===== src/rtl/bcd2bin_seq.sv =====
// bcd2bin_seq: sequential packed-BCD to binary converter.
// Accepts one word of DIGITS packed BCD digits and folds one digit per cycle
// into an accumulator (acc*10 + digit), MSD first. The result is held in DONE
// until the consumer accepts it. Out-of-range nibbles (A-F) are still
// accumulated with their raw value; out_err flags the result as garbage.
module bcd2bin_seq #(
    parameter int DIGITS = 4,
    parameter int OUT_W  = 14
) (
    input  logic                  clk,
    input  logic                  rst_n,
    input  logic                  in_valid,
    output logic                  in_ready,
    input  logic [4*DIGITS-1:0]   in_bcd,
    output logic                  out_valid,
    input  logic                  out_ready,
    output logic [OUT_W-1:0]      out_bin,
    output logic                  out_err
);

    // 10^n as a constant function, used only for the elaboration-time width check.
    function automatic longint unsigned pow10(input int n);
        longint unsigned r;
        r = 1;
        for (int i = 0; i < n; i++) begin
            r = r * 10;
        end
        return r;
    endfunction

    localparam bit WIDTH_OK = (OUT_W >= 64) || ((64'd1 << OUT_W) >= pow10(DIGITS));

    // Reject parameter sets that cannot hold every legal result.
    if (DIGITS < 1 || DIGITS > 9) begin : g_bad_digits
        $error("bcd2bin_seq: DIGITS must be in 1..9");
    end
    if (!WIDTH_OK) begin : g_bad_width
        $error("bcd2bin_seq: OUT_W too narrow for 10^DIGITS");
    end

    localparam int CNT_W = $clog2(DIGITS + 1);
    localparam logic [CNT_W-1:0] LAST_CNT = CNT_W'(DIGITS - 1);

    localparam logic [1:0] IDLE = 2'd0;
    localparam logic [1:0] CONV = 2'd1;
    localparam logic [1:0] DONE = 2'd2;

    logic [1:0]          state_q, state_d;
    logic [4*DIGITS-1:0] shreg_q, shreg_d;
    logic [OUT_W-1:0]    acc_q, acc_d;
    logic [CNT_W-1:0]    cnt_q, cnt_d;
    logic                err_q, err_d;
    logic [OUT_W-1:0]    out_bin_q, out_bin_d;
    logic                out_err_q, out_err_d;

    logic [3:0]          digit;
    logic [OUT_W-1:0]    acc_step;
    logic                err_step;

    // Current digit and the accumulator/error values after folding it in.
    always_comb begin
        digit    = shreg_q[4*DIGITS-1 -: 4];
        acc_step = (acc_q << 3) + (acc_q << 1) + OUT_W'(digit);
        err_step = err_q | (digit > 4'd9);
    end

    // Next-state logic for the IDLE -> CONV -> DONE handshake sequence.
    always_comb begin
        // NOTE: every output of this block gets a default first, so no path leaves a signal unassigned and no latch is inferred.
        state_d   = state_q;
        shreg_d   = shreg_q;
        acc_d     = acc_q;
        cnt_d     = cnt_q;
        err_d     = err_q;
        out_bin_d = out_bin_q;
        out_err_d = out_err_q;
        case (state_q)
            IDLE: begin
                if (in_valid) begin
                    shreg_d = in_bcd;
                    acc_d   = '0;
                    cnt_d   = '0;
                    err_d   = 1'b0;
                    state_d = CONV;
                end
            end
            CONV: begin
                acc_d   = acc_step;
                shreg_d = shreg_q << 4;
                err_d   = err_step;
                cnt_d   = cnt_q + CNT_W'(1);
                if (cnt_q == LAST_CNT) begin
                    out_bin_d = acc_step;
                    out_err_d = err_step;
                    state_d   = DONE;
                end
            end
            DONE: begin
                if (out_ready) begin
                    state_d = IDLE;
                end
            end
            default: state_d = IDLE;
        endcase
    end

    // State registers; reset aborts any conversion in flight.
    always_ff @(posedge clk or negedge rst_n) begin
        if (!rst_n) begin
            // NOTE: sequential state uses non-blocking assignments so all registers update together from pre-edge values.
            state_q   <= IDLE;
            shreg_q   <= '0;
            acc_q     <= '0;
            cnt_q     <= '0;
            err_q     <= 1'b0;
            out_bin_q <= '0;
            out_err_q <= 1'b0;
        end else begin
            state_q   <= state_d;
            shreg_q   <= shreg_d;
            acc_q     <= acc_d;
            cnt_q     <= cnt_d;
            err_q     <= err_d;
            out_bin_q <= out_bin_d;
            out_err_q <= out_err_d;
        end
    end

    assign in_ready  = (state_q == IDLE);
    assign out_valid = (state_q == DONE);
    assign out_bin   = out_bin_q;
    assign out_err   = out_err_q;

endmodule


===== config.mk =====
export PLATFORM = sky130hd
export DESIGN_NAME = bcd2bin_seq
export DESIGN_NICKNAME = d
export VERILOG_FILES = /design/src/rtl/bcd2bin_seq.sv
export SDC_FILE = /design/constraint.sdc
export NUM_CORES = 1
export LEC_CHECK = 0
export CAP_MARGIN = 30
export CORE_MARGIN = 2
export CORE_UTILIZATION = 59
export DETAILED_ROUTE_END_ITERATION = 8
export PLACE_DENSITY_LB_ADDON = 0.15
export SLEW_MARGIN = 0
export SYNTH_ARGS = -nofsm -noshare
export SYNTH_HDL_FRONTEND = slang
export SYNTH_SLANG_ARGS = --single-unit

===== constraint.sdc =====
create_clock -name clk -period 3.8 [get_ports clk]
set_input_delay 0.57 -clock clk [delete_from_list [all_inputs] [get_ports clk]]
set_output_delay 0.57 -clock clk [all_outputs]
set_load 0.01 [all_outputs]

---- Word level (Yosys, flattened, before mapping) ----
Index checks and enable logic that the tools add are counted.
cells by class
  add/subtract/negate cells ............... 3
  $mul .................................... 0
  div/mod/pow operators ................... 0
  $lt $le $gt $ge ......................... 1
  equal/unequal tests ..................... 6
  shift operators ......................... 0
  mux-type cells .......................... 12
  bitwise operators ....................... 1
  reductions and logical operators ........ 5
operator list
  cell                 count
  $pmux 16 s2          1
  $pmux 13 s2          1
  $mux 16              1
  $add 14x14->14       1
  $add 14x4->14        1
  $mux 13              1
  $mux 2               3
  $pmux 2 s3           1
  $pmux 3 s2           1
  $gt 4x4->1 const B   1
  $ne 2x2->1 const B   2
  $reduce_and 2->1     2
  $add 3x1->3 const B  1
  $eq 3x2->1 const B   1
  $mux 3               1
  $reduce_and 3->1     1
  $eq 2x1->1 const B   1
  $eq 2x2->1 const B   1
  $logic_not 2->1      1
  $ne 2x1->1 const B   1
  $pmux 1 s2           1
  $reduce_bool 2->1    1
  $mux 1               1
  $or 1x1->1           1
word-level totals
  register bits after elaboration ......... 50
  bits in latches ......................... 0
  memory bits (writable) .................. 0
  ROM bits ................................ 0
  bits of input ports ..................... 20
  output and inout port bits .............. 17
  memories kept ........................... 0

---- Logic depth before layout (Yosys ltp) ----
  word-level depth ........................ 3
  depth in mapped cells ................... 9
  mapped depth without buffers ............ 9

---- Least setup slack after synthesis ----
OpenSTA, ideal clock, no wires.
  path type ............................... register to register
  start point ............................. reg shreg_q[15]
  end point ............................... reg out_bin_q[13] (netlist: out_bin[13])
  setup time .............................. 120 ps
  data arrival time ....................... 2157 ps
  data required time ...................... 3680 ps
  path slack .............................. 1523 ps
  stages on the path, launching flop included .. 10
  path buffers ............................ 0
  period minus slack after synthesis ...... 2277 ps
  path through ............................ dfrtp_1 inv_1 fa_1 inv_1 ha_1 a211oi_2 o211ai_1 a311oi_2 xnor2_1 o21ai_2
between the ends
  cells in the longest elaborated chain, start to end .. 1
ends and longest elaborated chain
  what                    RTL line  RTL
  from (decl)             49        logic [4*DIGITS-1:0] shreg_q, shreg_d;
  from (signal assigned)  120       shreg_q <= shreg_d;
  $add 14x4->14           63        acc_step = (acc_q << 3) + (acc_q << 1) + OUT_W'(digit);
  to (signal assigned)    124       out_bin_q <= out_bin_d;
  to (decl)               53        logic [OUT_W-1:0] out_bin_q, out_bin_d;
No other way between the ends.
A chain may end at the register's enable or synchronous reset.

---- Worst setup path in the final report ----
  start point ............................. reg shreg_q[15]
  end point ............................... reg acc_q[11]
between the ends
  cells in the longest elaborated chain, start to end .. 2
ends and longest elaborated chain
  what                  RTL line  RTL
  $add 14x4->14         63
  $pmux 13 s2           77        case (state_q)
  to (signal assigned)  113       acc_q <= '0;
  to (signal assigned)  121       acc_q <= acc_d;
  to (decl)             50        logic [OUT_W-1:0] acc_q, acc_d;
No other way between the ends.

==> flow_summary.json <==
{
  "cts_sinks": 50,
  "tritoncts": "yes",
  "cpPeakStageDelay_ns": 0.60,
  "grt_pass1_wl_um": 9639,
  "worst_pin_slew_ns": 0.7773,
  "crit_fanout": 3,
  "viasPerCell": 5.945,
  "crit_start": "shreg_q[15]",
  "synth_most_common_cell": "dfrtp_1",
  "power.leakage_nw": 1.513,
  "fp.dieH_um": 73.32,
  "path_buf_inv": 2,
  "seqPwrFrac_pct": 32.7,
  "hpwlAfterDp_um": 3983,
  "cts-root-buf": "clkbuf_8",
  "cts_buffers": 5,
  "slew_viol_final": 0,
  "pwr-share-clk_pct": 10.6,
  "synthToLayoutAreaGrowth_pct": 16.11,
  "slew-limit-headroom_pct": 48.14,
  "cp-start-kind": "flip-flop",
  "ys_types": 41,
  "route.detailed.drc": 0,
  "powerDensity_nw_per_um2": 914.2,
  "min_path_type": "in -> async",
  "worst-setup-path-type": "reg -> reg",
  "p_int_mw": 1.703,
  "io_buffers": 36,
  "r2r_end": "acc_q[11]",
  "clkLatencyLatePin_ns": 0.32,
  "path_clk_slew_ns": 0.10,
  "place_ws_ns": 1.181,
  "gp_congestion": 0.8431,
  "synth_area_sq_um": 2835,
  "hold_viol": 0,
  "clock_skew_ns": 0.01022,
  "critical_path.top_delay_family": "adder cells",
  "die-area_sq_um": 5376,
  "synthTopCellsByCount": "dfrtp_1, o21ai_0, a21oi_1, ha_1, nand2_1",
  "die_w_um": 73.32,
  "ff2ff_setup_slack_ns": 1.30,
  "ys_seq_elements": 50,
  "async_flop_share_pct": 100.0,
  "cap_violations": 0,
  "yosysWarnings": 0,
  "core_sq_um": 4692,
  "yosysSeqAreaShare_pct": 44.13,
  "arrival_ns": 2.70,
  "power.switching_mw": 1.306,
  "post_cts_buffers": 0,
  "synth_edf_count": 0,
  "htreeDepth": 2,
  "first_pass_iters": 5,
  "yosys-top-cells-area": "dfrtp_1, ha_1, o21ai_0",
  "outcome": "finished clean",
  "setup_viol": 0,
  "area.sequential_sq_um": 1251,
  "multi_input_area_sq_um": 1468,
  "end_kind": "flip-flop",
  "start_util_pct": 60.43,
  "grtUsageTotal_pct": 23.40,
  "routedWlPerCell_um": 15.88,
  "cts_hold_buffers": 0,
  "cp_slowest_cell": "fa_1",
  "final_nets": 355,
  "ant_nets": 0,
  "clk_path_buf_depth": 2,
  "drive_gt1_share_pct": 9.677,
  "layout_min_cycle_time_ns": 2.504,
  "grt_overflow": 0,
  "nFillCells": 360,
  "rows": 25,
  "pwr-share-comb_pct": 56.7,
  "setup_slack_ns": 1.296,
  "synth_ff_type": "dfrtp_1",
  "fin_tns_setup_ns": 0,
  "reg2reg_from": "shreg_q[15]",
  "avgSynthCellArea_sq_um": 10.20,
  "antenna_found_initial": 0,
  "drt_iter0_markers": 138,
  "totalWireLength_um": 5779,
  "grt_pass1_vias": 2035,
  "crit_required_ns": 3.99,
  "syn_nets": 324,
  "clock.fmax_mhz": 399.3,
  "ios": 37,
  "postSynthCellCount": 278,
  "grt_max_degree": 51,
  "num_vias": 2164,
  "peakVddDrop_uv": 519.3,
  "crit_chain": "inv_1 > fa_1 > inv_1 > ha_1 > a211oi_2 > o21ai_0 > a21oi_1 > xor2_1 > o21ai_0",
  "finalCritPeriodShare_pct": 65.90,
  "cts_resized": 0,
  "synth_area_leader_cell": "dfrtp_1",
  "netSwitchingFraction_pct": 43.41,
  "synth_top_area_share_pct": 44.13,
  "rsz0062_at_grt": "false",
  "reg2regPathDepth": 9,
  "antenna_cells": 0
}
[cells by family after synthesis]
family	Yosys count	share of synthesized area, %
multiplexers	10	3.928
adder cells (fa/ha/maj)	26	12.00
AO/OA/AOI/OAI	93	21.23
AND/OR/NAND/NOR	63	11.21
buffers and inverters	25	4.104
flip-flops	50	44.13
XOR/XNOR	11	3.398
[state kept, by name (all words and copies together), names as in the netlist]
register  cells
cnt_q         3
shreg_q      16
out_bin      14
out_err       1
err_q         1
state_q       2
acc_q        13
[cell type report]
cell class | count | area share (%)
tap | 54 | 2.052
multi-input combinational | 203 | 44.58
timing repair buffer | 39 | 11.48
sequential | 50 | 38.01
clock inverter | 3 | 0.6461
clock buffer | 5 | 2.090
inverter | 10 | 1.140
[cells in the final DEF (no fill, tap or decap), types with 7 or more instances in the layout]
master / instances
nor2b_1: 19
inv_1: 10
nor2_1: 10
a21oi_1: 26
dfrtp_1: 50
mux2_2: 9
nand2_1: 21
ha_1: 24
clkdlybuf4s50_1: 35
a22oi_1: 12
o21ai_0: 30
xor2_1: 7
a22o_1: 10
[power by group through the flow]
stage / Combinational [mW] / Clock (mW) / Sequential [mW]
3_5_place_dp: 1.70 / 0 / 0.991
5_1_grt: 1.92 / 0.342 / 1.02
6_report: 1.71 / 0.319 / 0.984
2_1_floorplan: 1.29 / 0 / 0.936
4_1_cts: 1.71 / 0.326 / 0.982
3_3_place_gp: 1.65 / 0 / 0.983
[worst register-to-register path, cell delays in order (launching register included)]
cell and delay (ns):
dfrtp_1 0.36, inv_1 0.08, fa_1 0.60, inv_1 0.06
ha_1 0.32, a211oi_2 0.26, o21ai_0 0.17, a21oi_1 0.21
xor2_1 0.23, o21ai_0 0.12
[per-layer routing]
layer  global-route usage (%)  vias up  share of wire, %
li1                         -     1051                 -
met1                    33.36     1047                47
met2                    36.64       58                46
met3                    4.390        8               5.1
met4                    6.869        0               1.7
met5                        0        -                 0
[metrics by stage]
| step | total power, mW | util (%) | instance area [sq um] | hold slack (ns) | std cells |
|---|---|---|---|---|---|
| 2_1_floorplan | 2.226 | - | 2835 | 0.2744 | 278 |
| 5_1_grt | 3.280 | 70.16 | 3292 | 0.4148 | 364 |
| 3_5_place_dp | 2.692 | 68.24 | 3202 | 0.4657 | 356 |
| 4_1_cts | 3.022 | 70.16 | 3292 | 0.3722 | 364 |
| 3_3_place_gp | 2.628 | 68.24 | 3202 | 0.4620 | 356 |
| 6_report | 3.009 | 70.16 | 3292 | 0.3465 | 364 |
[worst max path at each step]
stage / to / slack, ns / depth (start not counted)
floorplan: out_bin[13] / 1.52 / 9
global placement: shreg_q[6] / 1.33 / 5
detailed placement: shreg_q[1] / 1.18 / 5
CTS: acc_q[11] / 1.30 / 9
global route: acc_q[11] / 1.08 / 9
finish: acc_q[11] / 1.30 / 9
No activity file was read; power rests on OpenSTA's default activity.
